`config.mk`:
```
export PLATFORM = sky130hd
export DESIGN_NAME = hit_monit_array_flat
export DESIGN_NICKNAME = d
export VERILOG_FILES = /design/src/rtl/hit_monit_pkg.sv /design/src/rtl/hit_monit_array_if.sv /design/src/rtl/hit_width_chk.sv /design/src/rtl/hit_monit_array.sv /design/src/flat_wrapper.sv
export SDC_FILE = /design/constraint.sdc
export NUM_CORES = 2
export LEC_CHECK = 0
export ABC_AREA = 1
export ABC_CLOCK_PERIOD_IN_PS = 41500
export CAP_MARGIN = 20
export CORE_MARGIN = 2
export CORE_UTILIZATION = 55
export DETAILED_ROUTE_END_ITERATION = 12
export HOLD_SLACK_MARGIN = 0.02
export PLACE_DENSITY_LB_ADDON = 0.12
export SETUP_SLACK_MARGIN = 0.4
export SYNTH_ARGS = -nofsm -noshare
export SYNTH_HDL_FRONTEND = slang
export SYNTH_SLANG_ARGS = --single-unit
```
`constraint.sdc`:
```
create_clock -name clk_in -period 41.5 [get_ports clk_in]
set_input_delay 8.3 -clock clk_in [delete_from_list [all_inputs] [get_ports clk_in]]
set_output_delay 8.3 -clock clk_in [all_outputs]
set_load 0.005 [all_outputs]
```
`src/rtl/hit_monit_pkg.sv`:
```
// rtl/hit_monit_pkg.sv - shared types, constants and helpers for the hit monitor
package hit_monit_pkg;

    // Per-channel pulse-width FSM states
    typedef enum logic [1:0] {
        WST_IDLE = 2'd0,
        WST_MEAS = 2'd1,
        WST_LONG = 2'd2
    } wst_t;

    // Default legal pulse-width window, in clk_in cycles
    localparam int HIT_WIN_MIN = 4;
    localparam int HIT_WIN_MAX = 12;

    // Number of bits needed to index n items
    function automatic int clog2(input int n);
        int r;
        r = 0;
        while ((1 << r) < n) begin
            r = r + 1;
        end
        return r;
    endfunction

endpackage

```
`src/rtl/hit_monit_array_if.sv`:
```
// rtl/hit_monit_array_if.sv - control, hit and readout bundle of the hit monitor
interface hit_monit_array_if #(
    parameter int N_CH   = 13,
    parameter int SEL_W  = 4,
    parameter int CNT_W  = 32,
    parameter int WCNT_W = 5,
    parameter int ERR_W  = 8
);
    logic [N_CH-1:0]   hit_syn_in;
    logic [WCNT_W-1:0] win_min_in;
    logic [WCNT_W-1:0] win_max_in;
    logic              clr_in;
    logic              rd_in;
    logic              sel_mode_in;
    logic [SEL_W-1:0]  fix_sel_in;
    logic [SEL_W-1:0]  monit_sel_out;
    logic [CNT_W-1:0]  hit_cnt_out;
    logic [ERR_W-1:0]  err_short_cnt_out;
    logic [ERR_W-1:0]  err_long_cnt_out;
    logic              snap_valid_out;

    modport master (
        output hit_syn_in, win_min_in, win_max_in, clr_in, rd_in, sel_mode_in, fix_sel_in,
        input  monit_sel_out, hit_cnt_out, err_short_cnt_out, err_long_cnt_out, snap_valid_out
    );

    modport slave (
        input  hit_syn_in, win_min_in, win_max_in, clr_in, rd_in, sel_mode_in, fix_sel_in,
        output monit_sel_out, hit_cnt_out, err_short_cnt_out, err_long_cnt_out, snap_valid_out
    );
endinterface

```
`src/rtl/hit_width_chk.sv`:
```
// rtl/hit_width_chk.sv - one channel: edge detect, width FSM, hit and error counters
module hit_width_chk
    import hit_monit_pkg::*;
#(
    parameter int CNT_W    = 32,
    parameter int WCNT_W   = 5,
    parameter int ERR_W    = 8,
    parameter int SAT_MODE = 0
) (
    input  logic              clk_in,
    input  logic              rst_in,
    input  logic              hit_in,
    input  logic              clr_in,
    input  logic [WCNT_W-1:0] win_min_in,
    input  logic [WCNT_W-1:0] win_max_in,
    output logic [CNT_W-1:0]  hit_cnt_out,
    output logic [ERR_W-1:0]  err_short_cnt_out,
    output logic [ERR_W-1:0]  err_long_cnt_out
);
    localparam logic [WCNT_W-1:0] W_ONE   = WCNT_W'(1);
    localparam logic [WCNT_W:0]   W1_ONE  = (WCNT_W + 1)'(1);
    localparam logic [CNT_W-1:0]  C_ONE   = CNT_W'(1);
    localparam logic [ERR_W-1:0]  E_ONE   = ERR_W'(1);

    // armed stays low for the first cycle after reset so a line already high is not a rise
    logic              armed;
    logic              prev;
    wst_t              state;
    logic [WCNT_W-1:0] w;
    logic              rise;
    logic              chk_en;
    logic [WCNT_W-1:0] w_inc;
    logic              short_err;
    logic              long_err;

    // Rise detection, saturating width increment and error decisions
    always_comb begin
        rise      = hit_in & ~prev & armed;
        chk_en    = (win_max_in != '0) && (win_min_in <= win_max_in);
        w_inc     = (w == '1) ? w : w + W_ONE;
        long_err  = chk_en && (state == WST_MEAS) && hit_in &&
                    ({1'b0, w_inc} == ({1'b0, win_max_in} + W1_ONE));
        short_err = chk_en && (state == WST_MEAS) && !hit_in && (w < win_min_in);
    end

    // Edge register and the three counters; clear wins over same-cycle events
    always_ff @(posedge clk_in or posedge rst_in) begin
        if (rst_in) begin
            armed             <= 1'b0;
            prev              <= 1'b0;
            hit_cnt_out       <= '0;
            err_short_cnt_out <= '0;
            err_long_cnt_out  <= '0;
        end else begin
            armed <= 1'b1;
            prev  <= hit_in;
            if (clr_in) begin
                hit_cnt_out       <= '0;
                err_short_cnt_out <= '0;
                err_long_cnt_out  <= '0;
            end else begin
                if (rise && !((SAT_MODE != 0) && (hit_cnt_out == '1))) begin
                    hit_cnt_out <= hit_cnt_out + C_ONE;
                end
                if (short_err && (err_short_cnt_out != '1)) begin
                    err_short_cnt_out <= err_short_cnt_out + E_ONE;
                end
                if (long_err && (err_long_cnt_out != '1)) begin
                    err_long_cnt_out <= err_long_cnt_out + E_ONE;
                end
            end
        end
    end

    // Pulse-width FSM: measure from the rise, stop counting once the pulse is too long
    always_ff @(posedge clk_in or posedge rst_in) begin
        if (rst_in) begin
            state <= WST_IDLE;
            w     <= '0;
        end else if (clr_in) begin
            state <= WST_IDLE;
            w     <= '0;
        end else begin
            case (state)
                WST_IDLE: begin
                    if (rise) begin
                        w     <= W_ONE;
                        state <= WST_MEAS;
                    end
                end
                WST_MEAS: begin
                    if (hit_in) begin
                        w <= w_inc;
                        if (long_err) begin
                            state <= WST_LONG;
                        end
                    end else begin
                        state <= WST_IDLE;
                    end
                end
                WST_LONG: begin
                    if (!hit_in) begin
                        state <= WST_IDLE;
                    end
                end
                default: state <= WST_IDLE;
            endcase
        end
    end
endmodule

```
`src/rtl/hit_monit_array.sv`:
```
// rtl/hit_monit_array.sv - N-channel hit monitor with pointer and snapshot readout
module hit_monit_array
    import hit_monit_pkg::*;
#(
    parameter int N_CH     = 13,
    parameter int SEL_W    = clog2(N_CH),
    parameter int CNT_W    = 32,
    parameter int WCNT_W   = 5,
    parameter int ERR_W    = 8,
    parameter int SAT_MODE = 0
) (
    input  logic            clk_in,
    input  logic            rst_in,
    hit_monit_array_if.slave bus
);
    localparam logic [SEL_W-1:0] LAST_CH = SEL_W'(N_CH - 1);
    localparam logic [SEL_W-1:0] S_ONE   = SEL_W'(1);

    logic [CNT_W-1:0] hit_cnt   [N_CH];
    logic [ERR_W-1:0] short_cnt [N_CH];
    logic [ERR_W-1:0] long_cnt  [N_CH];

    logic [SEL_W-1:0] ptr;
    logic [SEL_W-1:0] ptr_next;
    logic             rd_prev;
    logic             rd_rise;
    logic             rd_fall;

    for (genvar g = 0; g < N_CH; g++) begin : g_ch
        hit_width_chk #(
            .CNT_W   (CNT_W),
            .WCNT_W  (WCNT_W),
            .ERR_W   (ERR_W),
            .SAT_MODE(SAT_MODE)
        ) u_chk (
            .clk_in           (clk_in),
            .rst_in           (rst_in),
            .hit_in           (bus.hit_syn_in[g]),
            .clr_in           (bus.clr_in),
            .win_min_in       (bus.win_min_in),
            .win_max_in       (bus.win_max_in),
            .hit_cnt_out      (hit_cnt[g]),
            .err_short_cnt_out(short_cnt[g]),
            .err_long_cnt_out (long_cnt[g])
        );
    end

    // rd edges and next pointer: fixed select tracks fix_sel, auto rotates on rd fall
    always_comb begin
        rd_rise  = bus.rd_in & ~rd_prev;
        rd_fall  = ~bus.rd_in & rd_prev;
        ptr_next = ptr;
        if (bus.sel_mode_in) begin
            ptr_next = (32'(bus.fix_sel_in) < 32'(N_CH)) ? bus.fix_sel_in : '0;
        end else if (rd_fall) begin
            ptr_next = (ptr == LAST_CH) ? '0 : ptr + S_ONE;
        end
    end

    // Pointer, rd history and the snapshot registers taken on rd rise
    always_ff @(posedge clk_in or posedge rst_in) begin
        if (rst_in) begin
            ptr                   <= '0;
            rd_prev               <= 1'b0;
            bus.hit_cnt_out       <= '0;
            bus.err_short_cnt_out <= '0;
            bus.err_long_cnt_out  <= '0;
            bus.snap_valid_out    <= 1'b0;
        end else begin
            ptr                <= ptr_next;
            rd_prev            <= bus.rd_in;
            bus.snap_valid_out <= rd_rise;
            if (rd_rise) begin
                bus.hit_cnt_out       <= hit_cnt[ptr];
                bus.err_short_cnt_out <= short_cnt[ptr];
                bus.err_long_cnt_out  <= long_cnt[ptr];
            end
        end
    end

    assign bus.monit_sel_out = ptr;
endmodule

```
`src/flat_wrapper.sv`:
```
// flat-port wrapper written by rule: the top's interface ports become plain ports
module hit_monit_array_flat import hit_monit_pkg::*;
#(
    parameter int N_CH     = 13,
    parameter int SEL_W    = clog2(N_CH),
    parameter int CNT_W    = 32,
    parameter int WCNT_W   = 5,
    parameter int ERR_W    = 8,
    parameter int SAT_MODE = 0
)
  (clk_in, rst_in, bus_hit_syn_in, bus_win_min_in, bus_win_max_in, bus_clr_in, bus_rd_in, bus_sel_mode_in, bus_fix_sel_in, bus_monit_sel_out, bus_hit_cnt_out, bus_err_short_cnt_out, bus_err_long_cnt_out, bus_snap_valid_out);
  hit_monit_array_if #(.N_CH(N_CH), .SEL_W(SEL_W), .CNT_W(CNT_W), .WCNT_W(WCNT_W), .ERR_W(ERR_W)) bus_i ();
  input  logic clk_in;
  input  logic rst_in;
  input wire logic [$bits(bus_i.hit_syn_in)-1:0] bus_hit_syn_in;
  input wire logic [$bits(bus_i.win_min_in)-1:0] bus_win_min_in;
  input wire logic [$bits(bus_i.win_max_in)-1:0] bus_win_max_in;
  input wire logic [$bits(bus_i.clr_in)-1:0] bus_clr_in;
  input wire logic [$bits(bus_i.rd_in)-1:0] bus_rd_in;
  input wire logic [$bits(bus_i.sel_mode_in)-1:0] bus_sel_mode_in;
  input wire logic [$bits(bus_i.fix_sel_in)-1:0] bus_fix_sel_in;
  output wire logic [$bits(bus_i.monit_sel_out)-1:0] bus_monit_sel_out;
  output wire logic [$bits(bus_i.hit_cnt_out)-1:0] bus_hit_cnt_out;
  output wire logic [$bits(bus_i.err_short_cnt_out)-1:0] bus_err_short_cnt_out;
  output wire logic [$bits(bus_i.err_long_cnt_out)-1:0] bus_err_long_cnt_out;
  output wire logic [$bits(bus_i.snap_valid_out)-1:0] bus_snap_valid_out;
  assign bus_i.hit_syn_in = bus_hit_syn_in;
  assign bus_i.win_min_in = bus_win_min_in;
  assign bus_i.win_max_in = bus_win_max_in;
  assign bus_i.clr_in = bus_clr_in;
  assign bus_i.rd_in = bus_rd_in;
  assign bus_i.sel_mode_in = bus_sel_mode_in;
  assign bus_i.fix_sel_in = bus_fix_sel_in;
  assign bus_monit_sel_out = bus_i.monit_sel_out;
  assign bus_hit_cnt_out = bus_i.hit_cnt_out;
  assign bus_err_short_cnt_out = bus_i.err_short_cnt_out;
  assign bus_err_long_cnt_out = bus_i.err_long_cnt_out;
  assign bus_snap_valid_out = bus_i.snap_valid_out;
  hit_monit_array #(.N_CH(N_CH), .SEL_W(SEL_W), .CNT_W(CNT_W), .WCNT_W(WCNT_W), .ERR_W(ERR_W), .SAT_MODE(SAT_MODE)) u_core (.clk_in(clk_in), .rst_in(rst_in), .bus(bus_i));
endmodule
```
# Word-level counts from Yosys, hierarchy flattened
# Cells that the tools add are included.
[classes] n_eq_ne=131 n_reduce_logical=198 n_lt_le_gt_ge=16 bitwise_logic=44 n_addsub=54 mux=234
[op_table] op="$mux W32" n=28
[op_table] op="$mux W8" n=56
[op_table] op="$add A32 B1 Y32 const B" n=13
[op_table] op="$mux W5" n=52
[op_table] op="$add A8 B1 Y8 const B" n=26
[op_table] op="$ne A8 B8 Y1 const B" n=26
[op_table] op="$mux W2" n=65
[op_table] op="$pmux W5 S2" n=13
[op_table] op="$bmux W32 S4" n=1
[op_table] op="$ne A3 B3 Y1 const B" n=39
[op_table] op="$logic_and A1 B1 Y1" n=92
[op_table] op="$reduce_bool A2 Y1" n=40
[op_table] op="$eq A5 B6 Y1" n=13
[op_table] op="$pmux W2 S3" n=13
[op_table] op="$reduce_and A3 Y1" n=26
[op_table] op="$add A5 B1 Y5 const B" n=13
[op_table] op="$eq A5 B5 Y1 const B" n=13
[op_table] op="$lt A5 B5 Y1" n=13
[op_table] op="$bmux W8 S4" n=2
[op_table] op="$ne A4 B4 Y1 const B" n=13
[op_table] op="$reduce_bool A3 Y1" n=13
[op_table] op="$and A1 B1 Y1" n=28
[op_table] op="$eq A2 B1 Y1 const B" n=13
[op_table] op="$eq A2 B2 Y1 const B" n=13
[op_table] op="other kinds (12)" n=53
[totals] out_inout_bits=53 word_cells=762 input_bits=32 register_bits=783

# Longest topological paths before layout
[logic_depth] word_depth=9 ltp_mapped=17

# By module
# Synthesis repeated with hierarchy kept, for this count alone.
[hier_totals] hier_cells=9258 hier_area_um2=61879.3
[modules_own_cells] mod="hit_width_chk (u_core.g_ch[0].u_chk ...)" cells_per_inst=565 seq_area_each_um2=1426.4 area_each_um2=4067.7 n_inst=11
[modules_own_cells] mod="hit_monit_array" cells_per_inst=1913 seq_area_each_um2=1351.3 area_each_um2=9127.5 n_inst=1
[modules_own_cells] mod="hit_width_chk (u_core.g_ch[9].u_chk)" cells_per_inst=565 seq_area_each_um2=1426.4 area_each_um2=4006.3 n_inst=1
[modules_own_cells] mod="hit_width_chk (u_core.g_ch[1].u_chk)" cells_per_inst=565 seq_area_each_um2=1426.4 area_each_um2=4001.3 n_inst=1

# Least setup slack after synthesis
# No wires, ideal clock.
[synth_path] path_kind="input -> register" startpoint="input bus_win_max_in[2]" endpoint="register u_core.g_ch[9].u_chk.err_short_cnt_out[2]" n_path_buf=2 cell_stages=16 arrival_time_ps=9882 setup_ps=118 path_slack_ps=31500 t_required_ps=41382 cell_sequence="buf_6 -> inv_1 -> ha_1 -> nand2_1 -> nand2_1 -> nand2_1 -> nand3_1 -> nand2_1 -> buf_6 -> nand2_2 -> inv_2 -> nand2_1 -> nor3_4 -> nand2_2 -> nand3_1 -> nand2_1"
[synth_between] elab_chain_cells=7
[synth_lines] element="start: declaration" line="flat_wrapper.sv:17" source="input wire logic [$bits(bus_i.win_max_in)-1:0] bus_win_max_in;"
[synth_lines] element="$le A5 B5 Y1 / $reduce_bool A5 Y1 (equally long branches)" line="hit_width_chk.sv:39" source="chk_en = (win_max_in != '0) && (win_min_in <= win_max_in);"
[synth_lines] element="$logic_and A1 B1 Y1 *" line="hit_width_chk.sv:39"
[synth_lines] element="$logic_and A1 B1 Y1 * (3 in series)" line="hit_width_chk.sv:43" source="short_err = chk_en && (state == WST_MEAS) && !hit_in && (w < win_min_in);"
[synth_lines] element="$logic_and A1 B1 Y1 *" line="hit_width_chk.sv:65" source="if (short_err && (err_short_cnt_out != '1)) begin"
[synth_lines] element="$reduce_bool A2 Y1 (no source line) *"
[synth_lines] element="end signal: assignment" line="hit_width_chk.sv:66" source="err_short_cnt_out <= err_short_cnt_out + E_ONE;"
[synth_lines] element="end: declaration" line="hit_width_chk.sv:17" source="output logic [ERR_W-1:0] err_short_cnt_out,"
# Mark *: on every way between the ends. The rest lies on a longest branch, timed or not.
# A chain may end at the register's enable or synchronous reset.

# Worst setup path after layout
[layout_path] startpoint="input bus_clr_in" endpoint="register u_core.g_ch[12].u_chk.hit_cnt_out[26]"
[layout_between] elab_chain_cells=1
[layout_lines] element="start: declaration" line="flat_wrapper.sv:18" source="input wire logic [$bits(bus_i.clr_in)-1:0] bus_clr_in;"
[layout_lines] element="$mux W32 / $reduce_bool A2 Y1 (equally long branches)"
[layout_lines] element="end signal: assignment" line="hit_width_chk.sv:63" source="hit_cnt_out <= hit_cnt_out + C_ONE;"
[layout_lines] element="end: declaration" line="hit_width_chk.sv:16" source="output logic [CNT_W-1:0] hit_cnt_out,"
# Several ways; a longest one is shown, not always the timed one.

==> metrics.md <==
| Metric | Value |
|---|---|
| Status | finished clean |
| TNS Setup | 0 ns |
| LEAKAGE | 0.0258 µW |
| CP Cell Sequence | clkbuf_8, inv_8, buf_4, buf_4, nand2_1, nand2_1, nor2_1, nand4_1, o21ai_0, a21oi_1 |
| Post-synth EDFFs | 0 |
| Fin util | 60.5% |
| PortBufs | 84 |
| Area grow syn2layout | 9.28% |
| Layout cell share with drive strength beyond 1 | 4.98% |
| # hold bufs at CTS | 0 |
| Sw Ratio | 33.5% |
| Core footprint | 0.0963 mm² |
| Slowest library cell on the worst path | buf_4 |
| Reg clk slew, reported paths | 0.06 ns |
| Fin. max-slew vios | 0 |
| Antenna-violating nets left | 0 |
| Die footprint | 0.0994 mm² |
| Most frequent cells in the layout | nand2_1, inv_1, nor2_1 |
| Main combinational cell family by area after synthesis | simple AND/OR/NAND/NOR gates |
| Max Fclk | 88.1 MHz |
| Critical path buffers and inverters | 4 |
| 1st-pass router iterations | 6 |
| Mux cell area share after synthesis | 0.0564% |
| VDD IR-drop max | 0.0000345 V |
| PwrDens | 37.2 mW/mm² |
| Required time of the critical path | 42.10 ns |
| Worst Min Path Start | u_core.bus.hit_cnt_out[1] |
| Drt via density | 6.04 |
| Min cycle time layout | 11.35 ns |
| Drt total wl | 184000 µm |
| Mapped cell area | 0.0533 mm² |
| Tcrit/Tclk final | 27.3% |
| Post-route DRC violation count | 0 |
| CP Data Arrival Time | 11.95 ns |
| Die W | 315 µm |
| CP endpoint kind | flop |
| Syn Nets | 7887 |
| Clk pwr share | 40.1% |
| First-pass GRT wire length | 287000 µm |
| Filler Cell Count | 9104 |
| GPL Wtd Cong | 0.977 |
| Syn avg cell area | 6.88 µm² |
| Least-Margin Pin Slew | 1.05 ns |
| DR iter-0 viols | 6343 |
| Synth warn | 0 |
| Part of the power in combinational logic | 21.5% |
| Overflow after GRT | 0 |
| Clock skew | 0.0395 ns |
| Wire length per cell | 20.3 µm |
| Htree depth | 3 |
| DIE HEIGHT | 315 µm |
| Clock root buffer | clkbuf_16 |
| WHS | 0.484 ns |
| Initial Utilization | 55.3% |
| Flops & latches, synth | 783 |
| WS Path Type | in2reg |
| Critical Path Start Type | input port |
| Maximum fanout along the worst path | 97 |
| Worst Setup SP | bus_clr_in |
| Final Net Count | 7840 |
| IO Pins | 85 |
| CTS tree | yes |
| Synth unique cells | 66 |
| Psw | 726 µW |
| Most common cell after layout, fill and taps aside | nand2_1 |
| Number of CTS-inserted buffers | 92 |
| Post-detail-place hpwl | 132000 µm |
| Final worst slack | 30.15 ns |
| Compound-gate portion of the synthesized area | 14.9% |
| RSZ-0062 raised after global routing | false |
| Rel. slew slack | 29.3% |
| Crit-path max cell delay | 0.82 ns |
| Ys async rst share | 100% |
| Multi-input logic area | 0.0291 mm² |
| Setup violators final | 0 |
| Fin. Hold Viols | 0 |
| Site row count | 114 |
| Class of the worst hold path | reg2reg |
| GRT Overall Usage | 36.7% |
| Sequential-to-total area share from yosys stat | 36.8% |
| Initial antenna violation count | 3 |
| Seq pwr share | 38.4% |
| # Post-CTS Setup Buffers | 0 |
| Via count of the first global-routing pass | 50500 |
| FF+latch area | 0.0196 mm² |
| Post-Synth Adder-Cell Area | 2.65% |
| Top FF cell, synth | dfrtp_1 |
| RR Startpoint | u_core.bus.monit_sel_out[0] |
| Overall power | 2170 µW |
| Antenna cells | 0 |
| Clock buffer depth | 3 |
| Simple-gate share of the synthesized area | 33.7% |
| Vias | 54600 |
| Max Cap Viol | 0 |
| Pre-CTS setup slack | 29.43 ns |
| Largest net degree at the start of global routing | 171 |
| CTS resizes | 0 |
| CTS sink cnt | 783 |
| Mapped Cells | 7742 |
| Post-Synth XOR/XNOR Area | 3.24% |
| Internal | 1440 µW |
| CP top delay family | buffers and inverters |
| Clock Latency Late Sink | 0.70 ns |
Yosys cell counts (all sizes together) (9+ instances only):
library cell  instances  area share [%]
nand3               775             7.4
nor3                253             2.6
o211ai               65            0.92
buf                 122             1.1
a21oi               499             4.7
nor2                921             6.9
inv                 907             6.4
nor4                 41            0.52
ha                  113             2.7
a211oi               21            0.30
o21a                 11            0.16
nand2              1678              12
o31ai                54            0.76
nor3b                30            0.50
nand4               272             3.3
o22ai                35            0.41
o21ai               668             6.3
dfrtp               783              37
and3                 12            0.14
a31oi                36            0.42
clkbuf              156             1.1
xnor2                33            0.56
o221ai                9            0.15
xor2                163             2.7
nand3b               11            0.16
or2                  15            0.18
power groups by stage:
| stage | Clock, µW | Combinational [µW] | Sequential (µW) |
|---|---|---|---|
| 6_report | 870 | 465 | 832 |
| 5_1_grt | 910 | 504 | 835 |
| 4_1_cts | 877 | 454 | 831 |
| 3_5_place_dp | 0 | 451 | 844 |
| 3_3_place_gp | 0 | 448 | 844 |
| 2_1_floorplan | 0 | 273 | 833 |
through the flow:
step,cells,instance area (µm²)
4_1_cts,9043,58200
5_1_grt,9047,58200
6_report,9047,58200
2_1_floorplan,7742,53300
3_5_place_dp,8873,55000
3_3_place_gp,8873,55000
worst paths after layout:
check	endpoint	slack, ns	cells past startpoint
min in group asynchronous	u_core.g_ch[9].u_chk.err_long_cnt_out[0]	8.15	2
worst max register to register	u_core.bus.hit_cnt_out[23]	37.51	10
worst max-delay path	u_core.g_ch[12].u_chk.hit_cnt_out[26]	30.15	10
worst min-delay path	u_core.bus.hit_cnt_out[1]	0.48	2
worst min register to register	u_core.bus.hit_cnt_out[1]	0.48	2
max in group asynchronous	u_core.g_ch[8].u_chk.hit_cnt_out[30]	30.24	5
layout make-up:
cell class / instances / area share, %
multi-input combinational: 5774 / 50.0
sequential: 783 / 33.7
inverter: 907 / 5.89
clock buffer: 129 / 4.63
tap: 1276 / 2.74
timing repair buffer: 137 / 2.24
clock inverter: 41 / 0.849
metal layers:
| layer | GRT usage (%) | share of wire [%] | vias up |
|---|---|---|---|
| met5 | 0 | 0 | - |
| met4 | 16.8 | 5.1 | 0 |
| met3 | 6.86 | 9.0 | 435 |
| met2 | 56.2 | 44 | 2372 |
| met1 | 50.5 | 42 | 25900 |
| li1 | - | - | 25900 |
flip-flops by register name, indices dropped and copies added, names as in the netlist:
| register | count |
|---|---|
| u_core.rd_prev | 1 |
| u_core.bus.hit_cnt_out | 32 |
| u_core.g_ch.u_chk.state | 26 |
| u_core.bus.snap_valid_out | 1 |
| u_core.g_ch.u_chk.hit_cnt_out | 416 |
| u_core.bus.err_long_cnt_out | 8 |
| u_core.bus.err_short_cnt_out | 8 |
| u_core.g_ch.u_chk.armed | 1 |
| u_core.g_ch.u_chk.err_long_cnt_out | 104 |
| u_core.bus.monit_sel_out | 4 |
| u_core.g_ch.u_chk.w | 65 |
| u_core.g_ch.u_chk.err_short_cnt_out | 104 |
| u_core.g_ch.u_chk.prev | 13 |
tightest hold or removal path: cells and delay by family (launching register included):
kind / cells / cell delay [ns]
AO/OA/AOI/OAI: 1 / 0.06
flip-flops: 1 / 0.34
AND/OR/NAND/NOR: 1 / 0.05
cells by family after synthesis:
logic type,after synthesis
AO/OA/AOI/OAI,1449
XOR/XNOR,196
adder cells (fa/ha/maj),113
buffers and inverters,1185
flip-flops,783
multiplexers,3
other,1
AND/OR/NAND/NOR,4012
(Power assumes the default switching activity.)
